[config.mk]
export PLATFORM = sky130hd
export DESIGN_NAME = generator_caller
export DESIGN_NICKNAME = d
export VERILOG_FILES = /design/src/rtl/generator_caller_pkg.sv /design/src/rtl/generator_caller_fifo.sv /design/src/rtl/generator_caller.sv
export SDC_FILE = /design/constraint.sdc
export NUM_CORES = 1
export LEC_CHECK = 0
export CAP_MARGIN = 20
export CORE_MARGIN = 3
export CORE_UTILIZATION = 35
export CTS_CLUSTER_SIZE = 24
export DETAILED_ROUTE_END_ITERATION = 12
export PLACE_DENSITY_LB_ADDON = 0.2
export SYNTH_ARGS = -nofsm -noshare
export SYNTH_HDL_FRONTEND = slang
export SYNTH_SLANG_ARGS = --single-unit
[constraint.sdc]
create_clock -name _clock -period 4.95 [get_ports _clock]
set_input_delay 0.99 -clock _clock [delete_from_list [all_inputs] [get_ports _clock]]
set_output_delay 0.99 -clock _clock [all_outputs]
set_load 0.02 [all_outputs]
[src/rtl/generator_caller_pkg.sv]
// Shared types for generator_caller: FSM state encoding and the yield-pair record
// stored in the result FIFO (fields sized for the widest supported WIDTH).
package generator_caller_pkg;

  typedef enum logic [1:0] {
    IDLE,
    START,
    RUN,
    DRAIN
  } state_t;

  localparam int unsigned YIELD_W_MAX = 64;

  typedef struct packed {
    logic signed [YIELD_W_MAX-1:0] out0;
    logic signed [YIELD_W_MAX-1:0] out1;
  } yield_pair_t;

endpackage

[src/rtl/generator_caller_fifo.sv]
// First-word fall-through FIFO of yield pairs; pointers carry one extra wrap bit
// so full and empty are told apart without a separate occupancy counter.
module generator_caller_fifo
  import generator_caller_pkg::*;
#(
  parameter int unsigned WIDTH = 32,
  parameter int unsigned DEPTH = 4
) (
  input  logic                    clk,
  input  logic                    rst_n,
  input  logic                    push,
  input  logic signed [WIDTH-1:0] din0,
  input  logic signed [WIDTH-1:0] din1,
  input  logic                    pop,
  output logic                    full,
  output logic                    empty,
  output logic signed [WIDTH-1:0] dout0,
  output logic signed [WIDTH-1:0] dout1
);

  localparam int unsigned AW = $clog2(DEPTH);

  yield_pair_t     mem [DEPTH];
  logic [AW:0]     wr_ptr;
  logic [AW:0]     rd_ptr;
  logic [AW:0]     count;
  yield_pair_t     head;

  assign count = wr_ptr - rd_ptr;
  assign empty = (count == '0);
  assign full  = (count == (AW+1)'(DEPTH));

  always_ff @(posedge clk or negedge rst_n) begin
    if (!rst_n) begin
      wr_ptr <= '0;
      rd_ptr <= '0;
    end else begin
      if (push && !full)  wr_ptr <= wr_ptr + (AW+1)'(1);
      if (pop && !empty)  rd_ptr <= rd_ptr + (AW+1)'(1);
    end
  end

  // Storage needs no reset: reads are only meaningful while not empty.
  always_ff @(posedge clk) begin
    if (push && !full) begin
      mem[wr_ptr[AW-1:0]] <= '{out0: YIELD_W_MAX'(din0), out1: YIELD_W_MAX'(din1)};
    end
  end

  assign head  = mem[rd_ptr[AW-1:0]];
  assign dout0 = WIDTH'(head.out0);
  assign dout1 = WIDTH'(head.out1);

endmodule

[src/rtl/generator_caller.sv]
// generator_caller: launches one generator call, buffers its yields in order and
// pulses call_done once drained. Watchdog enabled by GENERATOR_CALLER_TIMEOUT_EN.
module generator_caller
  import generator_caller_pkg::*;
#(
  parameter int unsigned WIDTH          = 32,
  parameter int unsigned DEPTH          = 4,
  parameter int unsigned TIMEOUT_CYCLES = 1024
) (
  input  logic                    _clock,
  input  logic                    _reset_n,
  input  logic                    cmd_valid,
  output logic                    cmd_ready,
  input  logic signed [WIDTH-1:0] cmd_a,
  input  logic signed [WIDTH-1:0] cmd_b,
  input  logic signed [WIDTH-1:0] cmd_c,
  input  logic signed [WIDTH-1:0] cmd_d,
  output logic                    _start,
  output logic signed [WIDTH-1:0] a,
  output logic signed [WIDTH-1:0] b,
  output logic signed [WIDTH-1:0] c,
  output logic signed [WIDTH-1:0] d,
  input  logic signed [WIDTH-1:0] _out0,
  input  logic signed [WIDTH-1:0] _out1,
  input  logic                    _valid,
  output logic                    _ready,
  input  logic                    _done,
  output logic                    res_valid,
  input  logic                    res_ready,
  output logic signed [WIDTH-1:0] res_out0,
  output logic signed [WIDTH-1:0] res_out1,
  output logic                    call_done,
  output logic [15:0]             yield_count,
  output logic                    timeout_err
);

  if (DEPTH < 2 || (DEPTH & (DEPTH - 1)) != 0 || TIMEOUT_CYCLES < 1 ||
      WIDTH < 1 || WIDTH > YIELD_W_MAX) begin : g_bad_params
    $error("generator_caller: illegal parameter set");
  end

  state_t state_q, state_d;
  logic   first_run_q;
  logic   cmd_fire, push, pop;
  logic   fifo_full, fifo_empty;
  logic   timeout_hit;

  assign cmd_fire  = cmd_valid && cmd_ready;
  assign push      = _valid && _ready;
  assign pop       = res_valid && res_ready;
  assign res_valid = !fifo_empty;

  always_ff @(posedge _clock or negedge _reset_n) begin
    if (!_reset_n) begin
      state_q     <= IDLE;
      first_run_q <= 1'b0;
    end else begin
      state_q     <= state_d;
      first_run_q <= (state_q == START);
    end
  end

  // _done is masked until the second RUN cycle so a stale done from the
  // previous call cannot end this one early.
  always_comb begin
    state_d   = state_q;
    cmd_ready = 1'b0;
    _start    = 1'b0;
    _ready    = 1'b0;
    call_done = 1'b0;
    case (state_q)
      IDLE: begin
        cmd_ready = 1'b1;
        if (cmd_valid) state_d = START;
      end
      START: begin
        _start  = 1'b1;
        state_d = RUN;
      end
      RUN: begin
        _ready = !fifo_full;
        if ((_done && !first_run_q) || timeout_hit) state_d = DRAIN;
      end
      DRAIN: begin
        if (fifo_empty) begin
          call_done = 1'b1;
          state_d   = IDLE;
        end
      end
      default: state_d = IDLE;
    endcase
  end

  always_ff @(posedge _clock or negedge _reset_n) begin
    if (!_reset_n) begin
      a           <= '0;
      b           <= '0;
      c           <= '0;
      d           <= '0;
      yield_count <= '0;
    end else if (cmd_fire) begin
      a           <= cmd_a;
      b           <= cmd_b;
      c           <= cmd_c;
      d           <= cmd_d;
      yield_count <= '0;
    end else if (push && yield_count != 16'hFFFF) begin
      yield_count <= yield_count + 16'd1;
    end
  end

`ifdef GENERATOR_CALLER_TIMEOUT_EN
  localparam int unsigned WD_W = $clog2(TIMEOUT_CYCLES + 1);

  logic [WD_W-1:0] wd_cnt;
  logic            timeout_q;

  assign timeout_hit = (state_q == RUN) && !push && !_done &&
                       (wd_cnt == WD_W'(TIMEOUT_CYCLES - 1));
  assign timeout_err = timeout_q;

  always_ff @(posedge _clock or negedge _reset_n) begin
    if (!_reset_n) begin
      wd_cnt    <= '0;
      timeout_q <= 1'b0;
    end else begin
      if (state_q != RUN || push || _done) wd_cnt <= '0;
      else                                 wd_cnt <= wd_cnt + WD_W'(1);
      if (cmd_fire)         timeout_q <= 1'b0;
      else if (timeout_hit) timeout_q <= 1'b1;
    end
  end
`else
  assign timeout_hit = 1'b0;
  assign timeout_err = 1'b0;
`endif

  generator_caller_fifo #(
    .WIDTH (WIDTH),
    .DEPTH (DEPTH)
  ) u_fifo (
    .clk   (_clock),
    .rst_n (_reset_n),
    .push  (push),
    .din0  (_out0),
    .din1  (_out1),
    .pop   (pop),
    .full  (fifo_full),
    .empty (fifo_empty),
    .dout0 (res_out0),
    .dout1 (res_out1)
  );

endmodule

==> flow_summary_export.csv <==
group,metric,value,unit
power,irDropWorstVdd,0.385,mV
yosys,ys_seq_elements,409,
power,share_of_total_power_consumed_by_net_switching,34.3,%
floorplanning,start_util,35.7,%
yosys,synth_edf_count,256,
cts,clock_latency,0.55,ns
timing,slew_viol_final,0,
power,total_switching_power,4470,uW
cts,number_of_buffers_on_the_longest_clock_path,3,
layout,layout.cell_area.non_filler,0.0217,sq mm
setup_path,critPathRequiredTime,3.96,ns
global_route,gr-total-overflow,0,
cts,cts_htree_levels,2,
routing,drt-initial-drc-count,509,
layout,area_growth,39.8,%
cts,tritoncts_clock_tree,"done",
floorplanning,num_io_pins,412,
setup_path,startpoint_type,"flop",
yosys,synthesis.yosys.warnings,0,
timing,timing.max_slew.rel_slack,33.8,%
setup_path,timing.critical_path.slowest_cell_delay,0.63,ns
setup_path,setup.worst_path.class,"reg -> out",
cts,clock_tree.root_cell,"sky130_fd_sc_hd__clkbuf_16",
layout,multiInputGateArea,0.00377,sq mm
yosys,synthesis.area,0.0155,sq mm
global_route,via_count_of_the_first_global_routing_pass,10154,
layout,finalNonFillerCells,2080,
setup_path,worst_path_max_delay_cell,"sky130_fd_sc_hd__mux4_2",
yosys,synth.net_count,1252,
cts,cts_setup_buffers,0,
timing,final_layout_setup_total_negative_slack,0,ns
setup_path,crit_arrival,2.77,ns
timing,tmin_final,3.76,ns
power,pwr_density_cell,601,mW/mm^2
cts,cts_num_sinks,409,
cts,clk_pin_slew,0.06,ns
global_route,global_route_wire_length_before_repair,61.8,mm
placed_design,dpl-instance-area,0.0203,sq mm
layout,ff_latch_area,0.0115,sq mm
setup_path,critical_path.endpoint_type,"output pin",
outcome,run_status,"finished, final reports clean",
floorplanning,floorplan.die.width,216,microns
yosys,seq_total_area_yosys,74.3,%
floorplanning,dieArea,0.0469,sq mm
floorplanning,std_cell_rows,76,
setup_path,crit-reg2reg-capture,"u_fifo.mem[0][24]",
routing,drt_wl_total,40.5,mm
yosys,dominantRegCellSynth,"sky130_fd_sc_hd__edfxtp_1",
yosys,post_synth_num_cell_types,41,
timing,achievable-frequency,266,MHz
cts,ctsHoldBuffers,0,
timing,grt_setup_unrepaired,"no",
flow_run,timing.max_cap.violations,0,
placed_design,place.detailed.hpwl,26.7,mm
timing,worst_slew_pin_slew,0.993,ns
placed_design,placed_cells_incl_taps,1997,
global_route,globalRouteTotalUtil,17.2,%
cts,post_cts_sizing,0,
setup_path,reg2reg_setup_slack,1.66,ns
routing,viasPerCell,4.65,
setup_path,r2r_cells,5,
routing,route.detailed.drc,0,
yosys,postSynth.asyncResetShare,37.4,%
routing,drtAntennaViolNets,0,
yosys,synthesis.instances,1041,
layout,finish.utilization,49.9,%
power,power.combinational.fraction,39.7,%
timing,final.period_utilization,76.0,%
cts,cts_inserted_buffers,44,
yosys,post_synthesis_average_cell_area,14.9,sq um
power,power.share.sequential,36.6,%
timing,post_route_skew,0.0117,ns
layout,share_of_post_route_cells_with_drive_strength_above_1,10.2,%
power,total_leakage_power,0.00840,uW
global_route,grt_max_degree,154,
hold_path,worst_hold_path_type,"in -> async",
routing,route.detailed.wl_per_inst,19.5,microns
power,p_int,8560,uW
placed_design,routability_congestion_estimate_from_global_placement,0.793,
timing,finalHoldViolCount,0,
setup_path,rr_startpoint,"u_fifo.rd_ptr[0]",
timing,report.final.setup_viol,0,
placed_design,io_buffers,410,
floorplanning,die_y,216,microns
floorplanning,coreArea,0.0435,sq mm
routing,drt-pass1-iter-count,5,
power,post-layout-total-power,13000,uW
global_route,antenna_violations_before_repair,6,
power,clk_network_pwr_share,23.6,%
setup_path,worst-path-max-fanout,59,
setup_path,cp_cell_sequence,"buf_12 -> mux4_2 -> clkdlybuf4s50_1",
routing,vias,9671,
layout,fillCellCount,3799,
layout,design.final.nets,1669,
layout by cell type, fill, tap and decap left out, types with 2 or more instances in the layout:
master and count:
sky130_fd_sc_hd__and2_1 3, sky130_fd_sc_hd__clkbuf_8 3, sky130_fd_sc_hd__or4_1 8, sky130_fd_sc_hd__buf_4 4, sky130_fd_sc_hd__nand2b_1 4, sky130_fd_sc_hd__mux2_2 3
sky130_fd_sc_hd__clkinv_1 6, sky130_fd_sc_hd__and2_4 2, sky130_fd_sc_hd__nor4_1 2, sky130_fd_sc_hd__diode_2 4, sky130_fd_sc_hd__clkbuf_1 10, sky130_fd_sc_hd__or3_1 5
sky130_fd_sc_hd__o21ai_0 8, sky130_fd_sc_hd__mux4_2 64, sky130_fd_sc_hd__xnor2_1 4, sky130_fd_sc_hd__a21oi_1 12, sky130_fd_sc_hd__nand2_1 398, sky130_fd_sc_hd__clkdlybuf4s50_1 409
sky130_fd_sc_hd__o41ai_1 2, sky130_fd_sc_hd__edfxtp_1 256, sky130_fd_sc_hd__nor2_1 3, sky130_fd_sc_hd__inv_1 7, sky130_fd_sc_hd__xor2_1 2, sky130_fd_sc_hd__and2_2 3
sky130_fd_sc_hd__buf_12 7, sky130_fd_sc_hd__dfrtp_1 151, sky130_fd_sc_hd__clkbuf_16 45, sky130_fd_sc_hd__o311ai_0 2, sky130_fd_sc_hd__nand3_1 11, sky130_fd_sc_hd__clkinv_2 10
sky130_fd_sc_hd__inv_6 2, sky130_fd_sc_hd__ha_1 13, sky130_fd_sc_hd__nand4_1 3, sky130_fd_sc_hd__o31ai_1 7
layer usage:
layer  global-route usage [%]  share of wire (%)
met3                     5.76                8.8
met1                     21.9                 41
met5                        0              0.044
met4                     6.85                3.0
met2                     27.3                 47
sequential cells by signal, summed over array words and instances (netlist names):
name           cells
first_run_q        1
a                 32
yield_count       16
u_fifo.mem       256
u_fifo.wr_ptr      3
d                 32
b                 32
u_fifo.rd_ptr      3
c                 32
state_q            2
worst max-delay path, delay by kind of cell (launching register included):
family	cells	cell delay (ns)
buffers and inverters	2	0.97
DFF	1	0.54
muxes	1	0.63
cells in the mapped netlist (2+ instances only):
cell | instances | area share (%)
sky130_fd_sc_hd__buf_2 | 5 | 0.16
sky130_fd_sc_hd__or3_1 | 5 | 0.20
sky130_fd_sc_hd__and2_1 | 8 | 0.32
sky130_fd_sc_hd__or4_1 | 8 | 0.39
sky130_fd_sc_hd__edfxtp_1 | 256 | 50
sky130_fd_sc_hd__o31ai_1 | 7 | 0.34
sky130_fd_sc_hd__nand2_1 | 399 | 9.7
sky130_fd_sc_hd__mux2_2 | 3 | 0.22
sky130_fd_sc_hd__xnor2_1 | 4 | 0.23
sky130_fd_sc_hd__xor2_1 | 2 | 0.11
sky130_fd_sc_hd__o21ai_0 | 8 | 0.26
sky130_fd_sc_hd__ha_1 | 13 | 1.0
sky130_fd_sc_hd__o311ai_0 | 2 | 0.11
sky130_fd_sc_hd__nand3_1 | 11 | 0.36
sky130_fd_sc_hd__nor2_1 | 3 | 0.073
sky130_fd_sc_hd__nor4_1 | 2 | 0.081
sky130_fd_sc_hd__a21oi_1 | 12 | 0.39
sky130_fd_sc_hd__inv_1 | 7 | 0.17
sky130_fd_sc_hd__dfrtp_1 | 153 | 25
sky130_fd_sc_hd__o41ai_1 | 2 | 0.11
sky130_fd_sc_hd__mux4_2 | 64 | 9.3
sky130_fd_sc_hd__nand4_1 | 3 | 0.12
sky130_fd_sc_hd__clkbuf_1 | 43 | 1.0
sky130_fd_sc_hd__nand2b_1 | 4 | 0.16
layout make-up:
cell class	count	share of cell area, %
Inverter	7	0.121
Antenna cell	4	0.0462
Clock buffer	58	5.56
Timing Repair Buffer	421	19.7
Sequential cell	409	53.2
Multi-Input combinational cell	575	17.4
Clock inverter	21	0.629
Tap cell	585	3.38
logic make-up after synthesis:
logic type / share of synthesized area, %
AND/OR/NAND/NOR: 11.7
adder cells (fa/ha/maj): 1.05
multiplexers: 9.52
flip-flops: 74.3
buffers and inverters: 1.49
AO/OA/AOI/OAI: 1.52
XOR/XNOR: 0.444
other: 0.0242
metrics by stage:
step / hold slack, ns / setup WS (ns)
floorplan: 0.492 / 0.895
global placement: 0.456 / 1.31
detailed placement: 0.461 / 1.22
CTS: 0.476 / 1.07
global route: 0.492 / 1.01
finish: 0.459 / 1.19
power by group through the flow:
stage	Combinational, uW	Sequential (uW)	Clock [uW]
2_1_floorplan	2180	5380	0
3_3_place_gp	5250	4810	0
3_5_place_dp	5280	4830	0
4_1_cts	5290	4790	3190
5_1_grt	5570	4870	3330
6_report	5180	4780	3080
worst max path at each step:
stage,start,end,slack [ns],depth (start not counted)
finish,u_fifo.rd_ptr[0],res_out0[21],1.19,3
global route,u_fifo.rd_ptr[0],res_out0[7],1.01,3
CTS,u_fifo.rd_ptr[0],res_out0[1],1.07,3
detailed placement,_valid,u_fifo.mem[0][28],1.22,5
global placement,_valid,u_fifo.mem[0][25],1.31,5
floorplan,u_fifo.rd_ptr[1],u_fifo.mem[3][0],0.90,8
Power figures use the tool's default switching activity.
